<file path="config.mk">
export PLATFORM = sky130hd
export DESIGN_NAME = i2c_bus_monitor
export DESIGN_NICKNAME = d
export VERILOG_FILES = /design/src/rtl/i2c_bus_monitor.sv
export SDC_FILE = /design/constraint.sdc
export NUM_CORES = 1
export LEC_CHECK = 0
export ABC_CLOCK_PERIOD_IN_PS = 2400
export BUFFER_PORTS_ARGS = -buffer_cell sky130_fd_sc_hd__buf_2
export CAP_MARGIN = 10
export CORE_ASPECT_RATIO = 0.7
export CORE_UTILIZATION = 30
export DETAILED_ROUTE_END_ITERATION = 8
export PLACE_DENSITY = 0.5
export SLEW_MARGIN = 20
export SYNTH_ARGS = -nofsm -noshare
export SYNTH_HDL_FRONTEND = slang
export SYNTH_SLANG_ARGS = --single-unit
</file>
<file path="constraint.sdc">
create_clock -name clk -period 2.4 [get_ports clk]
set_clock_uncertainty 0.05 [all_clocks]
set_input_delay 0.48 -clock clk [delete_from_list [all_inputs] [get_ports clk]]
set_output_delay 0.48 -clock clk [all_outputs]
set_load 0.01 [all_outputs]
</file>
<file path="src/rtl/i2c_bus_monitor.sv">
// I2C bus-condition monitor: synchronises and glitch-filters SDA/SCL, detects START/STOP,
// tracks bus-busy and deserialises bytes plus their ACK bit, with an idle-SCL timeout.
module i2c_bus_monitor #(
  parameter int unsigned SYNC_STAGES    = 2,
  parameter int unsigned FILTER_CYCLES  = 3,
  parameter int unsigned TIMEOUT_CYCLES = 1024
) (
  input  logic       clk,
  input  logic       reset,
  input  logic       sdin,
  input  logic       sclk,
  output logic       start_detect,
  output logic       rstart_detect,
  output logic       stop_detect,
  output logic       bus_busy,
  output logic       byte_valid,
  output logic [7:0] byte_data,
  output logic       ack_valid,
  output logic       ack_bit,
  output logic       timeout
);

  localparam int unsigned FW = (FILTER_CYCLES > 1) ? $clog2(FILTER_CYCLES) : 1;
  localparam int unsigned TW = $clog2(TIMEOUT_CYCLES);
  localparam logic [FW-1:0] FiltMax = FW'(FILTER_CYCLES - 1);
  localparam logic [TW-1:0] ToMax   = TW'(TIMEOUT_CYCLES - 1);

  typedef enum logic {StIdle, StBusy} state_e;

  // Line index 0 is SDA, index 1 is SCL.
  logic [1:0]                  raw;
  logic [1:0][SYNC_STAGES-1:0] sync_q;
  logic [1:0][FW-1:0]          fcnt_q;
  logic [1:0]                  filt_q;
  logic [1:0]                  prev_q;

  assign raw = {sclk, sdin};

  always_ff @(posedge clk or negedge reset) begin
    if (!reset) begin
      sync_q <= '1;
      fcnt_q <= '0;
      filt_q <= '1;
      prev_q <= '1;
    end else begin
      prev_q <= filt_q;
      for (int i = 0; i < 2; i++) begin
        sync_q[i] <= {sync_q[i][SYNC_STAGES-2:0], raw[i]};
        if (sync_q[i][SYNC_STAGES-1] == filt_q[i]) begin
          fcnt_q[i] <= '0;
        end else if (fcnt_q[i] == FiltMax) begin
          filt_q[i] <= sync_q[i][SYNC_STAGES-1];
          fcnt_q[i] <= '0;
        end else begin
          fcnt_q[i] <= fcnt_q[i] + FW'(1);
        end
      end
    end
  end

  logic sda_now, sda_prev, scl_now, scl_prev;
  logic start_cond, stop_cond, scl_edge, scl_rise;

  assign sda_now  = filt_q[0];
  assign sda_prev = prev_q[0];
  assign scl_now  = filt_q[1];
  assign scl_prev = prev_q[1];

  // SCL must be steady high across the SDA transition, so simultaneous changes never qualify.
  assign start_cond = scl_prev & scl_now & sda_prev & ~sda_now;
  assign stop_cond  = scl_prev & scl_now & ~sda_prev & sda_now;
  assign scl_edge   = scl_prev ^ scl_now;
  assign scl_rise   = ~scl_prev & scl_now;

  state_e        state_q;
  logic [3:0]    bit_cnt_q;
  logic [7:0]    shift_q;
  logic [TW-1:0] to_cnt_q;

  always_ff @(posedge clk or negedge reset) begin
    if (!reset) begin
      state_q       <= StIdle;
      bit_cnt_q     <= '0;
      shift_q       <= '0;
      to_cnt_q      <= '0;
      start_detect  <= 1'b0;
      rstart_detect <= 1'b0;
      stop_detect   <= 1'b0;
      bus_busy      <= 1'b0;
      byte_valid    <= 1'b0;
      byte_data     <= '0;
      ack_valid     <= 1'b0;
      ack_bit       <= 1'b1;
      timeout       <= 1'b0;
    end else begin
      start_detect  <= 1'b0;
      rstart_detect <= 1'b0;
      stop_detect   <= 1'b0;
      byte_valid    <= 1'b0;
      ack_valid     <= 1'b0;
      timeout       <= 1'b0;
      unique case (state_q)
        StIdle: begin
          to_cnt_q  <= '0;
          bit_cnt_q <= '0;
          if (start_cond) begin
            start_detect <= 1'b1;
            state_q      <= StBusy;
            bus_busy     <= 1'b1;
            shift_q      <= '0;
          end else if (stop_cond) begin
            stop_detect <= 1'b1;
          end
        end
        StBusy: begin
          if (start_cond) begin
            rstart_detect <= 1'b1;
            bit_cnt_q     <= '0;
            shift_q       <= '0;
            to_cnt_q      <= '0;
          end else if (stop_cond) begin
            stop_detect <= 1'b1;
            state_q     <= StIdle;
            bus_busy    <= 1'b0;
            bit_cnt_q   <= '0;
            shift_q     <= '0;
          end else if (scl_edge) begin
            to_cnt_q <= '0;
            if (scl_rise) begin
              if (bit_cnt_q == 4'd8) begin
                ack_bit   <= sda_now;
                ack_valid <= 1'b1;
                bit_cnt_q <= '0;
              end else begin
                shift_q   <= {shift_q[6:0], sda_now};
                bit_cnt_q <= bit_cnt_q + 4'd1;
                if (bit_cnt_q == 4'd7) begin
                  byte_data  <= {shift_q[6:0], sda_now};
                  byte_valid <= 1'b1;
                end
              end
            end
          end else if (to_cnt_q == ToMax) begin
            timeout   <= 1'b1;
            state_q   <= StIdle;
            bus_busy  <= 1'b0;
            bit_cnt_q <= '0;
            shift_q   <= '0;
            to_cnt_q  <= '0;
          end else begin
            to_cnt_q <= to_cnt_q + TW'(1);
          end
        end
        default: state_q <= StIdle;
      endcase
    end
  end

endmodule

</file>
* After elaboration in Yosys (flattened, before gate mapping) *
Cells that the tools add are included.

word-level totals
  output and inout bits = 16
  memory bits (read-only) = 0
  bits in latches = 0
  memories = 0
  bits of input ports = 4
  bits in registers = 50
  bits in writable memories = 0
  word-level logic and storage cells = 120

operators by class
  equality and inequality tests = 15
  $mul = 0
  add/subtract/negate cells = 4
  mux-type cells = 58
  shifts and indexed selects = 0
  divide/modulo/power cells = 0
  reductions and logical operators = 7
  $lt $le $gt $ge = 0
  bitwise operators = 16

operators with widths
  kind                   number
  $mux 7                 7
  $mux 10                4
  $mux 1                 32
  $mux 4                 6
  $pmux 10 s2            1
  $pmux 7 s2             1
  $add 10x1->10 const B  1
  $eq 10x10->1 const B   1
  $ne 5x5->1 const B     2
  $not 1->1              9
  $mux 2                 4
  $pmux 4 s2             1
  $reduce_and 4->1       2
  $reduce_and 7->1       1
  $and 1x1->1            6
  $ne 3x3->1 const B     2
  $reduce_and 2->1       3
  $reduce_and 6->1       1
  $ne 5x4->1 const B     1
  $add 2x1->2 const B    2
  $add 4x1->4 const B    1
  $eq 2x2->1 const B     2
  $eq 4x3->1 const B     1
  $eq 4x4->1 const B     1
  other kinds (5)        8

* Depth between registers and ports, before layout *
Gate-level depths: netlist of the first run.

  depth after elaboration = 8
  gate-level depth with buffers = 7
  depth with buffers taken out = 6

* Least setup slack after synthesis of the first run *
Ideal clock, no wire load.

  path type = reg2reg
  start = register filt_q[1]
  end = register bit_cnt_q[3]
  data required time = 2268 ps
  cell stages (with the launch flop) = 8
  buffers on the path = 1
  path slack = 221 ps
  library setup time = 82 ps
  clock period less this slack = 2179 ps
  arrival = 2047 ps
  cells stage by stage = dfstp_2 > inv_1 > ha_1 > nand2b_1 > a21oi_1 > buf_2 > or3b_2 > a31oi_1

on the way
  longest elaborated chain between the ends = 6
  elaborated cells between the ends (all ways) = 14
  classes of those cells = 2 x eq/ne; 4 x mux; 7 x bitwise; 1 x reduce/logical

ends and longest elaborated chain
  element                          RTL line  source
  start, declared                  34        logic [1:0] filt_q;
  start signal, assigned by index  52        filt_q[i] <= sync_q[i][SYNC_STAGES-1];
  $and 1x1->1                      70, 71
  $and 1x1->1 (2 in series)        71        assign stop_cond = scl_prev & scl_now & ~sda_prev & sda_now;
  $mux 4                           121       end else if (stop_cond) begin
  $mux 4                           116       if (start_cond) begin
  $pmux 4 s2                       102       unique case (state_q)
  end signal, assigned             136       bit_cnt_q <= bit_cnt_q + 4'd1;
  end, declared                    76        logic [3:0] bit_cnt_q;

Parallel ways exist; a longest one is shown, timed or not.
A chain may end at the register's enable or synchronous reset.

* Worst setup path after layout of the first run *
Ends and elaborated chain as after synthesis.

==> impl_metrics.json, run 1 <==
{
  "outcome": "finished clean",
  "maxSlewViolCount": 0,
  "cts-root-buf": "clkbuf_8",
  "yosysTopAreaCellShare_pct": 45.23,
  "slew-limit-headroom_pct": 57.39,
  "dr_total_vias": 1450,
  "clock_path_buffers": 2,
  "synth_top_cell_by_area": "dfrtp_1",
  "worstSetupPathType": "register to register",
  "synth_nets": 208,
  "critPathLaunch": "filt_q[1]$_DFFE_PN1P_",
  "crit_required_ps": 2570,
  "ant_nets": 0,
  "gr-total-overflow": 0,
  "place_area_um2": 2502,
  "portBuffers": 19,
  "die-area_um2": 7918,
  "power_density_nw_per_um2": 899.3,
  "vdd_drop_max_mv": 0.2851,
  "syn2layout_area_growth_pct": 15.61,
  "synthTopCellsByArea": "dfrtp_1 (45%), dfstp_2 (10%), ha_1 (5.0%), mux2_2 (5.0%), mux2i_1 (3.1%)",
  "routedWlPerCell_um": 12.82,
  "viasPerCell": 4.503,
  "start_util_pct": 30.99,
  "place_congestion": 0.7917,
  "antenna_found_initial": 0,
  "insertion_delay_ps": 300,
  "synth_ff_type": "dfrtp_1",
  "worstPathArrival_ps": 2420,
  "grt_start_max_net_pins": 51,
  "cp-end-kind": "register",
  "rr_startpoint": "filt_q[1]$_DFFE_PN1P_",
  "ys_async_sr_fraction_pct": 100.0,
  "grt_pass1_wl_um": 7072,
  "clk_pin_slew_ps": 90,
  "yosysWarnings": 0,
  "worst_setup_path_start_kind": "register",
  "ys_seq_area_share_pct": 55.65,
  "cts_hold_buf": 0,
  "grtUsageTotal_pct": 11.67,
  "syn_area_um2": 2268,
  "syn_area_per_cell_um2": 11.63,
  "drt_iter0_markers": 55,
  "max_freq_ghz": 0.4438,
  "synth.distinct_cells": 39,
  "wl_um": 4129,
  "rsz0062_at_grt": "no",
  "core-area_um2": 7320,
  "timing.final.crit_share_pct": 93.88,
  "layout_commonest_cell": "dfrtp_1",
  "drv_cap": 0,
  "antennaDiodeCount": 0,
  "die_x_um": 105.9,
  "first_pass_iters": 4,
  "final_cell_mix": "dfrtp_1 (41), buf_2 (19), inv_1 (16)",
  "stdcell_area_um2": 2623,
  "ios": 20,
  "crit_fanout": 10,
  "post-place-ws_ps": 36.83,
  "synth-edff-count": 0,
  "leakagePower_nw": 1.221,
  "rows": 26,
  "worstMarginPinSlew_ps": 639.2,
  "cts_tree": "done",
  "setup_viol": 0,
  "tns_ps": 0,
  "layout-drive-gt1-share_pct": 26.34,
  "fillCellCount": 750,
  "drcViolationCount": 0,
  "synth_seq_cells": 50,
  "hold_viol": 0,
  "fin_nets": 236,
  "hold_class": "input port to async pin",
  "clock-sinks": 50,
  "die_h_um": 74.75,
  "syn-instance-count": 195,
  "ctsHtreeMaxLevel": 2,
  "cts-buffers-inserted": 5,
  "finalCriticalPeriod_ps": 2253,
  "setup_ws_ps": 146.9,
  "dp_hpwl_um": 2914,
  "grt_pass1_vias": 1383
}
[synth_stat cells (2+ instances only)]
library cell / instances
mux2_2: 10
and4_1: 2
and3_1: 3
a22o_1: 5
buf_2: 2
nor2b_1: 2
nor3_1: 8
dfrtp_1: 41
xor2_1: 2
nand4_1: 2
nand3_1: 5
mux2i_1: 7
a21oi_1: 4
a41oi_1: 2
nand2_1: 15
dfstp_2: 9
o21ai_0: 7
nor2_1: 12
inv_1: 16
nand4b_1: 2
nand2b_1: 4
nand3b_1: 4
ha_1: 9
a31oi_1: 2
xnor2_1: 6
[critical path, cell delays in order (launching register included)]
cell      delay (ps)
dfstp_2          580
inv_1             70
ha_1             300
nand2b_1         170
a21oi_2          160
buf_4            210
or3b_2           450
a31oi_1          170
[layer usage]
| layer | global-route usage, % | vias up | routed length, µm |
|---|---|---|---|
| li1 | - | 739 | - |
| met3 | 3.117 | 4 | 158 |
| met2 | 15.69 | 25 | 1653 |
| met1 | 17.92 | 682 | 2279 |
| met5 | 0 | - | 0 |
| met4 | 3.704 | 0 | 38 |
[through the flow]
stage | power [W] | instances | hold WS [ps] | util [%]
after detailed placement | 0.001809 | 313 | 296.8 | 34.19
after CTS | 0.002336 | 321 | 216.1 | 35.49
after global placement | 0.001808 | 313 | 296.6 | 34.19
after global routing | 0.002528 | 322 | 211.0 | 35.83
after floorplan | 0.001597 | 195 | 134.4 | -
final | 0.002358 | 322 | 226.6 | 35.83
[state kept, by name, summed over array words and instances, names as in the netlist, 2 cells and up]
signal and count:
fcnt_q 4, to_cnt_q 10, bit_cnt_q 4, sync_q 4
shift_q 7, byte_data 8, filt_q 2, prev_q 2
[area by class of cell]
| cell class | instances | area (µm²) | area share [%] |
|---|---|---|---|
| clock buffer | 6 | 82.58 | 3.149 |
| clock inverter | 2 | 12.51 | 0.4771 |
| inverter | 16 | 60.06 | 2.290 |
| multi-input combinational | 125 | 929.6 | 35.45 |
| sequential | 50 | 1262 | 48.14 |
| tap | 98 | 122.6 | 4.676 |
| timing repair buffer | 25 | 152.6 | 5.821 |
[cells by family (layout without fill, tap and decap cells)]
family,count (synthesis),count (layout),synth area share (%)
compound gates,25,25,8.439
flops,50,50,55.65
fa+ha+maj,9,9,4.964
buf+inv,20,49,3.585
mux,17,17,8.053
simple gates,66,66,16.22
xor+xnor,8,8,3.089
[power breakdown]
part	total [W]	internal [W]	leakage [nW]	switching, W
clock network	0.000511	0.000232	0.0472	0.000279
registers	0.00107	0.000972	0.655	0.0000942
logic	0.000781	0.000337	0.519	0.000444
[path summary, 6_finish.rpt]
| path | to | depth (start not counted) | slack [ps] |
|---|---|---|---|
| setup / recovery | bit_cnt_q[3]$_DFFE_PN0P_ | 7 | 150 |
| hold / removal | start_detect$_DFF_PN0_ | 2 | 230 |
| min in group clk | sync_q[2]$_DFF_PN1_ | 1 | 230 |
| setup reg to reg | bit_cnt_q[3]$_DFFE_PN0P_ | 7 | 150 |
| max in group asynchronous | fcnt_q[2]$_DFF_PN0_ | 2 | 1640 |
| hold reg to reg | sync_q[1]$_DFF_PN1_ | 0 | 310 |
[timing repair]
item,CTS,global route
buffers inserted,0,1
gates resized for setup,0,2
endpoints found under the setup margin,0,13
(Power assumes the default switching activity.)
==> inputs of run 2 (changes only) <==
==> constraint.sdc (replaced) <==
create_clock -name clk -period 2.4 [get_ports clk]
set_clock_uncertainty 0.05 [all_clocks]
set_input_delay 0.36 -clock clk [delete_from_list [all_inputs] [get_ports clk]]
set_output_delay 0.36 -clock clk [all_outputs]
set_load 0.01 [all_outputs]
==> impl_metrics.json, run 2 (synthesis gave the netlist of run 1 again) <==
{
  "power_density_nw_per_um2": 953.0,
  "place_congestion": 0.7766,
  "stdcell_area_um2": 2649,
  "gr-total-overflow": 0,
  "maxSlewViolCount": 0,
  "hold_viol": 0,
  "slew-limit-headroom_pct": 57.78,
  "biggestRegsByFlops": "to_cnt_q: 10 flops, byte_data: 8 flops, shift_q: 7 flops",
  "fin_nets": 236,
  "crit_fanout": 10,
  "rsz0062_at_grt": "no",
  "core-area_um2": 7320,
  "cts_hold_buf": 0,
  "worstSetupPathType": "register to register",
  "rr_startpoint": "filt_q[1]$_DFFE_PN1P_",
  "r2r_setup_slack_ps": 130,
  "worstPathArrival_ps": 2460,
  "cts-buffers-inserted": 5,
  "viasPerCell": 4.565,
  "antenna_found_initial": 0,
  "tns_ps": 0,
  "worst_hold_slack_ps": 88.89,
  "grt_pass1_wl_um": 7003,
  "cts-root-buf": "clkbuf_8",
  "drv_cap": 0,
  "fillCellCount": 742,
  "max_freq_ghz": 0.4398,
  "dp_hpwl_um": 2834,
  "syn2layout_area_growth_pct": 16.77,
  "worstMarginPinSlew_ps": 633.4,
  "ant_nets": 0,
  "start_util_pct": 30.99,
  "top_register": "to_cnt_q",
  "ctsHtreeMaxLevel": 2,
  "die_x_um": 105.9,
  "rr_endpoint": "bit_cnt_q[3]$_DFFE_PN0P_",
  "outcome": "finished clean",
  "layout-drive-gt1-share_pct": 25.89,
  "ios": 20,
  "die_h_um": 74.75,
  "crit_required_ps": 2590,
  "grt_use_met3_pct": 3.377,
  "reg2reg_depth": 7,
  "hold_class": "input port to async pin",
  "met2_usage_pct": 15.25,
  "largest_reg_flops": 10,
  "finalCriticalPeriod_ps": 2274,
  "grt_start_max_net_pins": 51,
  "wl_um": 4036,
  "dr_total_vias": 1470,
  "drcViolationCount": 0,
  "insertion_delay_ps": 310,
  "leakagePower_nw": 1.239,
  "top_usage_layer": "met1",
  "met1_usage_pct": 17.75,
  "die-area_um2": 7918,
  "grt_pass1_vias": 1380,
  "clk_pin_slew_ps": 100,
  "clock_path_buffers": 2,
  "first_pass_iters": 4,
  "timing.final.crit_share_pct": 94.75,
  "antennaDiodeCount": 0,
  "drt_iter0_markers": 58,
  "routedWlPerCell_um": 12.53,
  "grtUsageTotal_pct": 11.67,
  "cts_tree": "done",
  "portBuffers": 19,
  "worst_setup_path_start_kind": "register",
  "vdd_drop_max_mv": 0.3426,
  "setup_viol": 0,
  "clock-sinks": 50,
  "place_area_um2": 2495,
  "cp-end-kind": "register",
  "layout_commonest_cell": "dfrtp_1",
  "final_cell_mix": "dfrtp_1 (41), buf_2 (19), inv_1 (16)",
  "rows": 26,
  "final_core_util_pct": 36.19
}
==> run 2: worst max path at each step <==
stage	from	end	slack, ps
2_1_floorplan	filt_q[1]$_DFFE_PN1P_	bit_cnt_q[3]$_DFFE_PN0P_	220
3_3_place_gp	filt_q[1]$_DFFE_PN1P_	shift_q[1]$_DFFE_PN0P_	150
3_5_place_dp	filt_q[1]$_DFFE_PN1P_	byte_data[3]$_DFFE_PN0P_	50
4_1_cts	filt_q[1]$_DFFE_PN1P_	byte_data[4]$_DFFE_PN0P_	50
5_1_grt	filt_q[1]$_DFFE_PN1P_	bit_cnt_q[3]$_DFFE_PN0P_	4
6_report	filt_q[1]$_DFFE_PN1P_	bit_cnt_q[3]$_DFFE_PN0P_	130
==> run 2: repair_timing <==
item / CTS / global route
setup endpoints to repair: 0 / 15
buffers inserted: 0 / 2
resized for setup: 0 / 1
endpoints found under the hold margin: 0 / 0
==> run 2: cell type report <==
cell class	count	area, µm²	share of cell area [%]
Inverter	16	60.06	2.267
Timing Repair Buffer	25	140.1	5.290
Clock buffer	5	68.82	2.598
Clock inverter	3	68.82	2.598
Sequential cell	50	1262	47.66
Tap cell	98	122.6	4.629
Multi-Input combinational cell	125	925.9	34.96
==> run 2: power breakdown <==
part           internal [W]  switching, W  total (W)
Sequential         0.000973      0.000120    0.00109
Clock              0.000418      0.000296   0.000714
Combinational      0.000309      0.000408   0.000717
==> run 2: stage by stage <==
stage | worst slack (ps) | power [W] | instances
detailed placement | 53.56 | 0.001792 | 312
global route | 3.850 | 0.002683 | 322
finish | 126.0 | 0.002524 | 322
floorplan | 220.8 | 0.001597 | 195
global placement | 149.6 | 0.001794 | 312
CTS | 47.20 | 0.002511 | 320
==> run 2: layer usage <==
| metal | wire [µm] | share of wire, % | vias up |
|---|---|---|---|
| li1 | - | - | 740 |
| met1 | 2289 | 57 | 698 |
| met3 | 168 | 4.2 | 8 |
| met5 | 0 | 0 | - |
| met2 | 1516 | 38 | 24 |
| met4 | 61 | 1.5 | 0 |
==> run 2: critical path: stages, from the launching register on <==
cell	delay (ps)
dfstp_2	590
inv_1	70
ha_1	300
nand2b_1	160
a21oi_1	180
buf_4	230
or3b_2	450
a31oi_1	180
